===== config.mk =====
export PLATFORM = sky130hd
export DESIGN_NAME = mem
export DESIGN_NICKNAME = d
export VERILOG_FILES = /design/src/rtl/mem.sv
export SDC_FILE = /design/constraint.sdc
export NUM_CORES = 1
export LEC_CHECK = 0
export ABC_CLOCK_PERIOD_IN_PS = 2150
export BUFFER_PORTS_ARGS = -buffer_cell sky130_fd_sc_hd__buf_4
export CORE_MARGIN = 4
export CORE_UTILIZATION = 30
export CTS_BUF_LIST = sky130_fd_sc_hd__clkbuf_4
export DETAILED_ROUTE_END_ITERATION = 7
export HOLD_SLACK_MARGIN = 0.03
export PLACE_DENSITY = 0.59
export SETUP_SLACK_MARGIN = 0.3
export SLEW_MARGIN = 0
export SYNTH_ARGS = -nofsm -noshare
export SYNTH_HDL_FRONTEND = slang
export SYNTH_SLANG_ARGS = --single-unit

===== constraint.sdc =====
create_clock -name CLK -period 2.15 [get_ports CLK]
set_clock_uncertainty 0.15 [all_clocks]
set_input_delay 0.1075 -clock CLK [delete_from_list [all_inputs] [get_ports CLK]]
set_output_delay 0.1075 -clock CLK [all_outputs]
set_load 0.005 [all_outputs]

===== src/rtl/mem.sv =====
// Memory stage: pipeline register, data-bus request FSM with timeout, store lane
// formatting and load extension. Define MEM_MISALIGN_TRAP_EN to trap misaligned accesses.
module mem #(
  parameter int unsigned MAX_WAIT = 255
) (
  input  logic        CLK,
  input  logic        RST,
  input  logic        STALL,
  input  logic        FLUSH,
  input  logic [31:0] E_PC,
  input  logic [31:0] E_INST,
  input  logic        E_VALID,
  input  logic [4:0]  E_REG_D,
  input  logic [31:0] E_ALU_OUT,
  input  logic [31:0] E_STORE_DATA,
  input  logic        E_MEM_RD,
  input  logic        E_MEM_WR,
  input  logic [1:0]  E_MEM_SIZE,
  input  logic        E_MEM_UNS,
  output logic        DMEM_REQ,
  output logic        DMEM_WE,
  output logic [31:0] DMEM_ADDR,
  output logic [3:0]  DMEM_STRB,
  output logic [31:0] DMEM_WDATA,
  input  logic        DMEM_ACK,
  input  logic [31:0] DMEM_RDATA,
  output logic [31:0] M_PC,
  output logic [31:0] M_INST,
  output logic        M_VALID,
  output logic [4:0]  M_REG_D,
  output logic [31:0] M_REG_D_V,
  output logic        M_BUSY,
  output logic        M_ERR,
  output logic        M_MISALIGN
);

  localparam int unsigned CW = (MAX_WAIT < 2) ? 1 : $clog2(MAX_WAIT + 1);

  typedef enum logic [1:0] {S_IDLE, S_WAIT, S_DONE} state_t;

  state_t        state_q, state_d;
  logic [CW-1:0] cnt_q, cnt_d;
  logic          ack_take, timeout;

  logic [31:0] s_pc, s_inst, s_alu, s_sdata;
  logic        s_valid, s_rd, s_wr, s_uns;
  logic [4:0]  s_reg_d;
  logic [1:0]  s_size;

  logic [31:0] rdata_q, lat_addr, lat_wdata;
  logic [3:0]  lat_strb;
  logic        lat_we, err_q;

  logic        mem_op, misalign, pending, is_load;
  logic [3:0]  fmt_strb;
  logic [31:0] fmt_wdata, ld_res;
  logic [15:0] ld_half;
  logic [7:0]  ld_byte;

  always_ff @(posedge CLK or negedge RST) begin
    if (!RST) begin
      s_pc <= '0; s_inst <= '0; s_valid <= 1'b0; s_reg_d <= '0;
      s_alu <= '0; s_sdata <= '0; s_rd <= 1'b0; s_wr <= 1'b0;
      s_size <= '0; s_uns <= 1'b0;
    end else if (!STALL) begin
      if (FLUSH) begin
        s_pc <= '0; s_inst <= '0; s_valid <= 1'b0; s_reg_d <= '0;
        s_alu <= '0; s_sdata <= '0; s_rd <= 1'b0; s_wr <= 1'b0;
        s_size <= '0; s_uns <= 1'b0;
      end else begin
        s_pc <= E_PC; s_inst <= E_INST; s_valid <= E_VALID; s_reg_d <= E_REG_D;
        s_alu <= E_ALU_OUT; s_sdata <= E_STORE_DATA; s_rd <= E_MEM_RD; s_wr <= E_MEM_WR;
        s_size <= E_MEM_SIZE; s_uns <= E_MEM_UNS;
      end
    end
  end

  assign mem_op  = s_valid & (s_rd | s_wr);
  assign is_load = s_rd & ~s_wr;

`ifdef MEM_MISALIGN_TRAP_EN
  assign misalign = mem_op & (((s_size == 2'd1) & s_alu[0]) | (s_size[1] & (s_alu[1:0] != 2'b00)));
`else
  assign misalign = 1'b0;
`endif

  assign pending = mem_op & ~misalign & (state_q != S_DONE);

  always_comb begin
    fmt_strb  = 4'b1111;
    fmt_wdata = '0;
    if (s_wr) begin
      fmt_wdata = s_sdata;
      case (s_size)
        2'd0: begin
          fmt_strb  = 4'b0001 << s_alu[1:0];
          fmt_wdata = {4{s_sdata[7:0]}};
        end
        2'd1: begin
          fmt_strb  = 4'b0011 << {s_alu[1], 1'b0};
          fmt_wdata = {2{s_sdata[15:0]}};
        end
        default: ;
      endcase
    end
  end

  // WAIT drives the bus from a snapshot taken at issue, so it stays stable
  // even if the stage register is disturbed during the access.
  always_comb begin
    DMEM_REQ   = (state_q == S_WAIT) | pending;
    DMEM_WE    = 1'b0;
    DMEM_ADDR  = '0;
    DMEM_STRB  = '0;
    DMEM_WDATA = '0;
    if (state_q == S_WAIT) begin
      DMEM_WE    = lat_we;
      DMEM_ADDR  = lat_addr;
      DMEM_STRB  = lat_strb;
      DMEM_WDATA = lat_wdata;
    end else if (pending) begin
      DMEM_WE    = s_wr;
      DMEM_ADDR  = {s_alu[31:2], 2'b00};
      DMEM_STRB  = fmt_strb;
      DMEM_WDATA = fmt_wdata;
    end
  end

  always_comb begin
    state_d  = state_q;
    cnt_d    = cnt_q;
    ack_take = 1'b0;
    timeout  = 1'b0;
    case (state_q)
      S_IDLE: begin
        if (pending) begin
          if (DMEM_ACK) begin
            state_d  = S_DONE;
            ack_take = 1'b1;
          end else begin
            state_d = S_WAIT;
            cnt_d   = CW'(1);
          end
        end
      end
      S_WAIT: begin
        if (DMEM_ACK) begin
          state_d  = S_DONE;
          ack_take = 1'b1;
        end else if (cnt_q == CW'(MAX_WAIT)) begin
          state_d = S_DONE;
          timeout = 1'b1;
        end else begin
          cnt_d = cnt_q + CW'(1);
        end
      end
      S_DONE: begin
        if (!STALL) state_d = S_IDLE;
      end
      default: state_d = S_IDLE;
    endcase
  end

  always_ff @(posedge CLK or negedge RST) begin
    if (!RST) begin
      state_q   <= S_IDLE;
      cnt_q     <= '0;
      rdata_q   <= '0;
      err_q     <= 1'b0;
      lat_we    <= 1'b0;
      lat_addr  <= '0;
      lat_strb  <= '0;
      lat_wdata <= '0;
    end else begin
      state_q <= state_d;
      cnt_q   <= cnt_d;
      if (ack_take) rdata_q <= DMEM_RDATA;
      if (state_q == S_IDLE && pending) begin
        lat_we    <= s_wr;
        lat_addr  <= {s_alu[31:2], 2'b00};
        lat_strb  <= fmt_strb;
        lat_wdata <= fmt_wdata;
      end
      // a timeout on the same edge as a stage update still reports
      if (!STALL) err_q <= 1'b0;
      if (timeout) err_q <= 1'b1;
    end
  end

  always_comb begin
    case (s_alu[1:0])
      2'd0:    ld_byte = rdata_q[7:0];
      2'd1:    ld_byte = rdata_q[15:8];
      2'd2:    ld_byte = rdata_q[23:16];
      default: ld_byte = rdata_q[31:24];
    endcase
    ld_half = s_alu[1] ? rdata_q[31:16] : rdata_q[15:0];
    case (s_size)
      2'd0:    ld_res = {{24{ld_byte[7] & ~s_uns}}, ld_byte};
      2'd1:    ld_res = {{16{ld_half[15] & ~s_uns}}, ld_half};
      default: ld_res = rdata_q;
    endcase
  end

  always_comb begin
    M_REG_D_V = s_alu;
    if (state_q == S_DONE && is_load) M_REG_D_V = err_q ? 32'd0 : ld_res;
  end

  assign M_PC       = s_pc;
  assign M_INST     = s_inst;
  assign M_VALID    = s_valid;
  assign M_REG_D    = misalign ? 5'd0 : s_reg_d;
  assign M_BUSY     = DMEM_REQ;
  assign M_ERR      = err_q;
  assign M_MISALIGN = misalign;

endmodule


==> results.rst, run 1 <==
.. list-table::
   :header-rows: 1

   * - Metric
     - Value
   * - Number of buffers added for setup after CTS
     - 35
   * - Die span in x
     - 207 µm
   * - Combined area of all synthesized cells
     - 11900 µm²
   * - Post-cts gate resize count
     - 188
   * - Largest buffer count on any clock path
     - 3
   * - Port bufs
     - 347
   * - CTS Sinks
     - 249
   * - Yosys warns
     - 0
   * - Setup slack after placement
     - -0.0353 ns
   * - GP Congestion
     - 0.902
   * - Number of cells produced by synthesis
     - 1259
   * - Post-synthesis sequential area ratio
     - 52.4%
   * - H-tree Lvls
     - 3
   * - Last flow stage reached
     - clock tree synthesis
   * - Height of the die
     - 207 µm
   * - Number of I/O pins
     - 351
   * - Count of unique library cells instantiated by Yosys
     - 52
   * - Number of hold buffers added after cts
     - 452
   * - FF+latch count, synth
     - 249
   * - TritonCTS Buffers
     - 73
   * - Std-Cell Rows
     - 72
   * - Result of the run
     - stopped before the end
   * - DPL Wire Length
     - 31.1 mm
   * - Effective utilization at floorplan
     - 30.6%
   * - Syn Area/Cell
     - 9.45 µm²
   * - Most used DFF post-synth
     - sky130_fd_sc_hd__dfrtp_1
   * - Area post-placement
     - 15400 µm²
   * - Root buffer cell
     - sky130_fd_sc_hd__clkbuf_4
   * - Error that ended the run
     - [ERROR RSZ-0060] Max buffer count reached.
   * - Proportion of synthesized flip-flops having asynchronous set or reset
     - 100%
   * - Count of flip-flops with a built-in enable after synthesis
     - 0
==> synthesized netlist by cell type (all sizes together) (2+ instances only) <==
cell	number	area (µm²)
nor2	23	88.8
nor2b	4	25.0
nand2	301	1130
buf	29	158
a31oi	2	12.5
mux2	43	484
nand2b	137	865
clkbuf	72	272
o21ai	196	981
a22o	53	464
nor3	4	36.3
nand3	6	30.0
mux2i	25	250
a32oi	6	52.6
a22oi	2	28.8
a221o	16	173
o21a	2	15.0
dfrtp	249	6230
a32o	9	90.1
o31ai	18	135
or3	4	25.0
inv	7	26.3
a21oi	33	165
==> kinds of logic after synthesis <==
| family | synth area share [%] |
|---|---|
| mux | 6.17 |
| fa+ha+maj | 0.105 |
| compound gates | 18.5 |
| other cells | 0.0315 |
| flops | 52.4 |
| simple gates | 19.0 |
| buf+inv | 3.83 |
==> metrics by stage <==
step	hold slack, ns	cells
after global placement	-0.100	2084
after floorplan	-0.338	1261
after detailed placement	-0.0988	2084
==> run 2: changes to the inputs <==
Settings changed: CORE_UTILIZATION 30 to 20, CTS_BUF_LIST sky130_fd_sc_hd__clkbuf_4 to not set, HOLD_SLACK_MARGIN 0.03 to not set, PLACE_DENSITY 0.59 to not set, PLACE_DENSITY_LB_ADDON set to 0.15, SETUP_SLACK_MARGIN 0.3 to not set.
==> results.rst, run 2 <==
.. list-table::
   :header-rows: 1

   * - Metric
     - Value
   * - Core area
     - 58900 µm²
   * - Final worst-path cycle share
     - 119%
   * - Number of cells produced by synthesis
     - 1259 (unchanged)
   * - Die span in x
     - 252 µm (was 207 µm)
   * - Effective utilization at floorplan
     - 20.2% (was 30.6%)
   * - Type of destination of the critical path
     - primary output
   * - Cell with the biggest individual delay on the critical path
     - sky130_fd_sc_hd__dfrtp_2
   * - Largest buffer count on any clock path
     - 3 (unchanged)
   * - Final cell count without fillers
     - 2634
   * - WP buf/inv
     - 2
   * - Std-Cell Rows
     - 89 (was 72)
   * - FF+latch count, synth
     - 249 (unchanged)
   * - Layout overhead on the synthesized area
     - 70.8%
   * - Root buffer cell
     - sky130_fd_sc_hd__clkbuf_16 (was sky130_fd_sc_hd__clkbuf_4)
   * - Number of slew-limit violations in the final report
     - 0
   * - Maximum fanout along the worst path
     - 6
   * - GP Congestion
     - 0.778 (was 0.902)
   * - Hold slack final
     - -0.00679 ns
   * - Number of I/O pins
     - 351 (unchanged)
   * - Maximum number of pins on one net before global-route repair
     - 131
   * - R2r endpoint
     - lat_wdata[31]$_DFFE_PN0P_
   * - Most frequent cells in the layout
     - 351 x sky130_fd_sc_hd__buf_4, 297 x sky130_fd_sc_hd__nand2_1, 242 x sky130_fd_sc_hd__dfrtp_1, 190 x sky130_fd_sc_hd__dlygate4sd3_1, 153 x sky130_fd_sc_hd__o21ai_0
   * - Remaining antenna violation count after routing
     - 0
   * - Hold Vio Cnt, Final
     - 2
   * - Total Nets Final
     - 2017
   * - Max-cap violations
     - 0
   * - Placed insts
     - 2351 (was 2084)
   * - Proportion of synthesized flip-flops having asynchronous set or reset
     - 100% (unchanged)
   * - Count of unique library cells instantiated by Yosys
     - 52 (unchanged)
   * - Cell taking the most area after synthesis
     - sky130_fd_sc_hd__dfrtp_1 (unchanged)
   * - First-pass iteration count of the detailed router
     - 4
   * - Number of violations reported at the end of detailed-routing iteration 0
     - 482
   * - CTS Sinks
     - 249 (unchanged)
   * - Area post-placement
     - 15800 µm² (was 15400 µm²)
   * - Fill cell instance count of the final layout
     - 5976
   * - Data required time at the worst endpoint
     - 1.89 ns
   * - Max Freq
     - 390 MHz
   * - First-pass GRT wire length
     - 79.5 mm
   * - Total number of vias
     - 11500
   * - Cell type group with the largest total delay on the critical path
     - compound AO/OA/AOI/OAI gates
   * - Die ar.
     - 63500 µm²
   * - Most common cell in the synthesized netlist
     - sky130_fd_sc_hd__nand2_1 (unchanged)
   * - Setup repair after global routing missed its margin
     - yes
   * - TritonCTS clock tree
     - yes
   * - Syn Area/Cell
     - 9.45 µm² (unchanged)
   * - Worst Path Class, Setup
     - reg2out
   * - Crit path to
     - M_REG_D_V[25]
   * - Post-route minimum period
     - 2.56 ns
   * - Critical path data arrival time
     - 2.31 ns
   * - Static leakage
     - 9.18 nW
   * - Gr ovfl total
     - 0
   * - TritonCTS Buffers
     - 34 (was 73)
   * - Worst hold path startpoint
     - STALL
   * - Ratio of routed vias to standard cells
     - 4.36
   * - Height of the die
     - 252 µm (was 207 µm)
   * - Antenna violations before repair
     - 7
   * - Power density of the placed cells
     - 750 nW/µm²
   * - Final setup vio count
     - 99
   * - Crit path cell chain
     - mux2_4 -> a22oi_4 -> a2111oi_4 -> buf_4 -> a221o_2 -> buf_6
   * - Design Power
     - 15.2 mW
   * - Cell types with the largest area share after synthesis
     - sky130_fd_sc_hd__dfrtp_1 52%, sky130_fd_sc_hd__nand2_1 9.5%, sky130_fd_sc_hd__o21ai_0 8.0% (unchanged)
   * - Most used DFF post-synth
     - sky130_fd_sc_hd__dfrtp_1 (unchanged)
   * - DPL Wire Length
     - 35.8 mm (was 31.1 mm)
   * - Post-DR wirelength/cell
     - 20.4 µm
   * - Worst max-slew margin expressed relative to the limit
     - 37.2%
   * - Setup slack after placement
     - -0.0550 ns (was -0.0353 ns)
   * - Clock-pin slew on the worst setup and hold paths
     - 0.06 ns
   * - Post-synth top area share
     - 52.4% (unchanged)
   * - Transition time at the pin with the least slew margin
     - 0.941 ns
   * - Total Routing Usage GR
     - 16.4%
   * - CP Depth
     - 6
   * - Tightest Hold Check Type
     - in2reg
   * - Overall routed net length
     - 53.6 mm
   * - Worst-skew pair later-pin latency
     - 0.54 ns
   * - Failing checks
     - negative hold slack, negative setup slack
   * - H-tree Lvls
     - 2 (was 3)
   * - Vias in the first global route
     - 12200
   * - Share of cells above drive strength 1
     - 36.0%
   * - Worst Slack Setup Final
     - -0.414 ns
   * - Design area
     - 20300 µm²
   * - Number of cells on the worst reg-to-reg path
     - 5
   * - Start of the worst register-to-register path
     - state_q[0]$_DFFE_PN0P_
   * - Remaining DRCs
     - 0
   * - Port bufs
     - 347 (unchanged)
   * - IR drop worst, VDD
     - 432 µV
   * - Synth top cells by count
     - 301 x sky130_fd_sc_hd__nand2_1, 249 x sky130_fd_sc_hd__dfrtp_1, 191 x sky130_fd_sc_hd__o21ai_0 (unchanged)
   * - Count of flip-flops with a built-in enable after synthesis
     - 0 (unchanged)
   * - Yosys warns
     - 0 (unchanged)
   * - Kind of start point of the critical path
     - flop
   * - Combined area of all synthesized cells
     - 11900 µm² (unchanged)
   * - Slowest cell delay on critical path
     - 0.45 ns
   * - Result of the run
     - finished with violations (was stopped before the end)
   * - Post-synthesis sequential area ratio
     - 52.4% (unchanged)
   * - Most common cell after layout, fill and taps aside
     - sky130_fd_sc_hd__buf_4
   * - Internal reg-to-reg setup slack
     - 0.17 ns
   * - Worst setup path start
     - s_alu[0]$_DFFE_PN0N_
## run 2: cell counts after synthesis
No cell type changed its count.
## run 2: worst reg2reg max path, stage by stage (launching register included)
cell and delay [ns]:
sky130_fd_sc_hd__dfrtp_2 0.45, sky130_fd_sc_hd__buf_6 0.13, sky130_fd_sc_hd__buf_4 0.14, sky130_fd_sc_hd__nor3_4 0.32
sky130_fd_sc_hd__nand2_1 0.37, sky130_fd_sc_hd__o21ai_0 0.31
## run 2: worst min-delay path by stage
stage,to,cells past startpoint,slack [ns]
2_1_floorplan,M_ERR$_DFFE_PN0P_,0,-0.34
3_3_place_gp,M_PC[28]$_DFFE_PN0N_,1,-0.05
3_5_place_dp,M_PC[28]$_DFFE_PN0N_,1,-0.06
4_1_cts,s_alu[21]$_DFFE_PN0N_,4,0.0006
5_1_grt,s_alu[21]$_DFFE_PN0N_,4,0.02
6_report,M_INST[0]$_DFFE_PN0N_,4,-0.007
## run 2: cell type report
type | instances | area (µm²) | area share [%]
flip-flops and latches | 249 | 6240 | 30.7
clock inverters | 2 | 16.3 | 0.0800
repair buffers | 644 | 6070 | 29.9
multi-input cells | 904 | 6000 | 29.5
well taps | 773 | 967 | 4.76
diodes | 3 | 7.51 | 0.0369
clock buffers | 52 | 1000 | 4.92
inverters | 7 | 28.8 | 0.142
## run 2: where the power goes
group	total [mW]	leakage, nW	internal, mW	switching [mW]
sequential	6.26	3.23	5.48	0.775
clock	5.37	0.492	3.18	2.19
combinational	3.62	5.46	1.96	1.66
total	15.2	9.18	10.6	4.63
## run 2: repair_timing
action | in CTS | in global routing
pin swaps | 46 | 35
setup endpoints to repair | 101 | 108
setup buffers | 20 | 11
resized for setup | 206 | 80
hold buffers | 191 | 0
cloned | 12 | 3
hold endpoints to repair | 430 | 0
## run 2: layer usage
layer  part of all wire (%)  GRT usage (%)  up-vias
met5                  0.050              0        -
met4                    1.7           3.44        4
met3                    6.2           4.90       63
met2                     47           26.7      289
met1                     45           21.9     5630
li1                       -              -     5487
## run 2: stage by stage
stage          hold slack [ns]  util, %  TNS [ns]
4_1_cts               0.000604     33.8    -31.02
6_report              -0.00679     34.5    -28.55
5_1_grt                 0.0166     34.5    -37.42
3_5_place_dp           -0.0569     26.8    -0.568
3_3_place_gp           -0.0500     26.8    -0.270
2_1_floorplan           -0.338        -         0
## run 2: cells by family after synthesis
kind of cell,share of synthesized area [%]
simple gates,19.0
compound gates,18.5
flops,52.4
buf+inv,3.83
mux,6.17
fa+ha+maj,0.105
other cells,0.0315
Note: power is estimated with default switching activity, not from simulation.
==> run 3: changes to the inputs <==
Settings changed: RECOVER_POWER set to 50.
==> results.rst, run 3 (synthesis gave the netlist of run 2 again) <==
.. list-table::
   :header-rows: 1

   * - Metric
     - Value
   * - Result of the run
     - finished with violations (unchanged)
   * - Failing checks
     - negative hold slack, negative setup slack (unchanged)
   * - Worst Slack Setup Final
     - -0.414 ns (about the same)
   * - Die ar.
     - 63500 µm² (unchanged)
   * - Number of I/O pins
     - 351 (unchanged)
   * - Worst max-slew margin expressed relative to the limit
     - 34.1% (was 37.2%)
   * - Antenna violations before repair
     - 7 (unchanged)
   * - Internal cell power
     - 10.6 mW (about the same)
   * - Static leakage
     - 9.10 nW (was 9.18 nW)
   * - Remaining DRCs
     - 0 (unchanged)
   * - Fill cell instance count of the final layout
     - 6003 (was 5976)
   * - Maximum fanout along the worst path
     - 6 (unchanged)
   * - Final standard cell utilization of the core
     - 34.3% (was 34.5%)
   * - Layout overhead on the synthesized area
     - 69.9% (was 70.8%)
   * - Gr ovfl total
     - 0 (unchanged)
   * - Hold Path Depth
     - 4 (unchanged)
   * - First-pass GRT wire length
     - 79.5 mm (unchanged)
   * - Largest buffer count on any clock path
     - 3 (unchanged)
   * - Remaining antenna violation count after routing
     - 0 (unchanged)
   * - Kind of start point of the critical path
     - flop (unchanged)
   * - Number of violations reported at the end of detailed-routing iteration 0
     - 518 (was 482)
   * - Effective utilization at floorplan
     - 20.2% (unchanged)
   * - Crit path cell chain
     - mux2_4 -> a22oi_4 -> a2111oi_4 -> buf_4 -> a221o_2 -> buf_6 (unchanged)
   * - Transition time at the pin with the least slew margin
     - 0.989 ns (was 0.941 ns)
   * - Port bufs
     - 347 (unchanged)
   * - Die span in x
     - 252 µm (unchanged)
   * - TritonCTS Buffers
     - 34 (unchanged)
   * - Hold Vio Cnt, Final
     - 1 (was 2)
   * - Vias in the first global route
     - 12200 (unchanged)
   * - Root buffer cell
     - sky130_fd_sc_hd__clkbuf_16 (unchanged)
   * - Design Power
     - 15.2 mW (about the same)
   * - Worst Path Class, Setup
     - reg2out (unchanged)
   * - DPL Wire Length
     - 35.8 mm (unchanged)
   * - Total Routing Usage GR
     - 16.4% (unchanged)
   * - GP Congestion
     - 0.778 (unchanged)
   * - Height of the die
     - 252 µm (unchanged)
   * - Hold slack final
     - -0.00162 ns (was -0.00679 ns)
   * - Share of total power in combinational logic
     - 23.6% (was 23.7%)
   * - Type of destination of the critical path
     - primary output (unchanged)
   * - Data required time at the worst endpoint
     - 1.89 ns (about the same)
   * - Power density of the placed cells
     - 752 nW/µm² (was 750 nW/µm²)
   * - Cell with the biggest individual delay on the critical path
     - sky130_fd_sc_hd__dfrtp_2 (unchanged)
   * - Total number of vias
     - 11500 (about the same)
   * - Worst-skew pair later-pin latency
     - 0.54 ns (about the same)
   * - Most common cell after layout, fill and taps aside
     - sky130_fd_sc_hd__buf_4 (unchanged)
   * - Design area
     - 20200 µm² (was 20300 µm²)
   * - Maximum number of pins on one net before global-route repair
     - 131 (unchanged)
   * - Overall routed net length
     - 53.7 mm (was 53.6 mm)
   * - Ratio of routed vias to standard cells
     - 4.36 (about the same)
   * - Internal reg-to-reg setup slack
     - 0.17 ns (about the same)
   * - Final worst-path cycle share
     - 119% (about the same)
   * - Area post-placement
     - 15800 µm² (unchanged)
   * - Tightest Hold Check Type
     - in2reg (unchanged)
   * - Total Nets Final
     - 2017 (unchanged)
   * - Post-DR wirelength/cell
     - 20.4 µm (about the same)
   * - Number of cells on the worst reg-to-reg path
     - 5 (unchanged)
   * - Core area
     - 58900 µm² (unchanged)
   * - Clock-pin slew on the worst setup and hold paths
     - 0.06 ns (about the same)
   * - IR drop worst, VDD
     - 433 µV (was 432 µV)
   * - Max Freq
     - 390 MHz (about the same)
   * - Sw Share
     - 30.4% (about the same)
   * - Critical path data arrival time
     - 2.31 ns (about the same)
   * - Std-Cell Rows
     - 89 (unchanged)
   * - Setup repair after global routing missed its margin
     - yes (unchanged)
   * - Final setup vio count
     - 100 (was 99)
   * - Slowest cell delay on critical path
     - 0.45 ns (about the same)
   * - Share of cells above drive strength 1
     - 35.4% (was 36.0%)
   * - R2r endpoint
     - lat_wdata[31]$_DFFE_PN0P_ (unchanged)
   * - First-pass iteration count of the detailed router
     - 4 (unchanged)
   * - H-tree Lvls
     - 2 (unchanged)
   * - Cell type group with the largest total delay on the critical path
     - compound AO/OA/AOI/OAI gates (unchanged)
   * - Worst hold path startpoint
     - STALL (unchanged)
   * - Post-route minimum period
     - 2.56 ns (about the same)
   * - Share of total power in the clock network
     - 35.2% (about the same)
   * - Worst Hold Path EP
     - M_INST[0]$_DFFE_PN0N_ (unchanged)
   * - Worst setup path start
     - s_alu[0]$_DFFE_PN0N_ (unchanged)
   * - Most frequent cells in the layout
     - 321 x sky130_fd_sc_hd__buf_4, 297 x sky130_fd_sc_hd__nand2_1, 242 x sky130_fd_sc_hd__dfrtp_1, 190 x sky130_fd_sc_hd__dlygate4sd3_1, 153 x sky130_fd_sc_hd__o21ai_0 (was 351 x sky130_fd_sc_hd__buf_4, 297 x sky130_fd_sc_hd__nand2_1, 242 x sky130_fd_sc_hd__dfrtp_1, 190 x sky130_fd_sc_hd__dlygate4sd3_1, 153 x sky130_fd_sc_hd__o21ai_0)
   * - Sequential group share of total power
     - 41.1% (was 41.0%)
   * - WP buf/inv
     - 2 (unchanged)
   * - CTS Sinks
     - 249 (unchanged)
   * - Start of the worst register-to-register path
     - state_q[0]$_DFFE_PN0P_ (unchanged)
   * - TritonCTS clock tree
     - yes (unchanged)
   * - Net load switching power
     - 4.63 mW (about the same)
   * - Number of slew-limit violations in the final report
     - 0 (unchanged)
   * - Max-cap violations
     - 0 (unchanged)
## run 3: cell count changes in the layout (fill, tap and decap cells not counted)
cell                       before  now
sky130_fd_sc_hd__buf_6         66   68
sky130_fd_sc_hd__buf_8          5    4
sky130_fd_sc_hd__clkbuf_1      11   22
sky130_fd_sc_hd__buf_12        20   17
sky130_fd_sc_hd__clkbuf_4       0   16
sky130_fd_sc_hd__buf_16         8    7
sky130_fd_sc_hd__buf_4        351  321
sky130_fd_sc_hd__clkbuf_2       0    6
## run 3: worst max-delay path by stage
stage                     to  slack, ns  depth (start not counted)
3_3_place_gp   M_REG_D_V[20]      -0.03                          6
5_1_grt        M_REG_D_V[28]      -0.48                          6
6_report       M_REG_D_V[25]      -0.41                          6
4_1_cts        M_REG_D_V[31]      -0.44                          6
3_5_place_dp   M_REG_D_V[20]      -0.05                          6
2_1_floorplan  M_REG_D_V[21]       0.17                          7
## run 3: timing repair
action	4_1_cts	5_1_grt
hold buffers	191	0
endpoints found under the hold margin	430	0
pin swaps	46	35
setup buffers	20	11
setup endpoints to repair	101	108
resized for setup	206	80
gates cloned	12	3
## run 3: area by class of cell
cell class                      instances  area (µm²)  share of cell area, %
Sequential cell                       249        6240                   30.9
Multi-Input combinational cell        904        6000                   29.7
Timing Repair Buffer                  644        5960                   29.5
Clock buffer                           52        1000                   4.94
Tap cell                              773         967                   4.78
Inverter                                7        28.8                  0.142
Clock inverter                          2        16.3                 0.0805
Antenna cell                            3        7.51                 0.0371
## run 3: worst reg2reg max path: stages (launching register included)
cell,delay [ns]
sky130_fd_sc_hd__dfrtp_2,0.45
sky130_fd_sc_hd__buf_6,0.13
sky130_fd_sc_hd__buf_4,0.14
sky130_fd_sc_hd__nor3_4,0.32
sky130_fd_sc_hd__nand2_1,0.37
sky130_fd_sc_hd__o21ai_0,0.31
## run 3: layer usage
layer	wire, µm	global-route usage (%)	vias up
met4	920	3.44	4
met1	24300	21.9	5647
met2	25300	26.7	282
met3	3240	4.90	66
li1	-	-	5484
met5	27	0	-
## run 3: stage by stage
step | hold slack [ns] | cells | worst slack [ns] | setup TNS [ns]
after global placement | -0.0500 | 2351 | -0.0339 | -0.270
after CTS | 0.000604 | 2625 | -0.439 | -31.02
after global routing | 0.0166 | 2634 | -0.480 | -39.91
final | -0.00162 | 2634 | -0.414 | -28.52
after detailed placement | -0.0569 | 2351 | -0.0550 | -0.568
after floorplan | -0.338 | 1261 | 0.166 | 0
## run 3: power groups by stage
stage	clock [mW]	combinational (mW)	sequential (mW)
floorplan	0	1.45	5.95
global placement	0	2.78	6.29
detailed placement	0	2.79	6.28
CTS	5.59	3.51	6.23
global route	5.77	3.93	6.34
finish	5.36	3.60	6.26
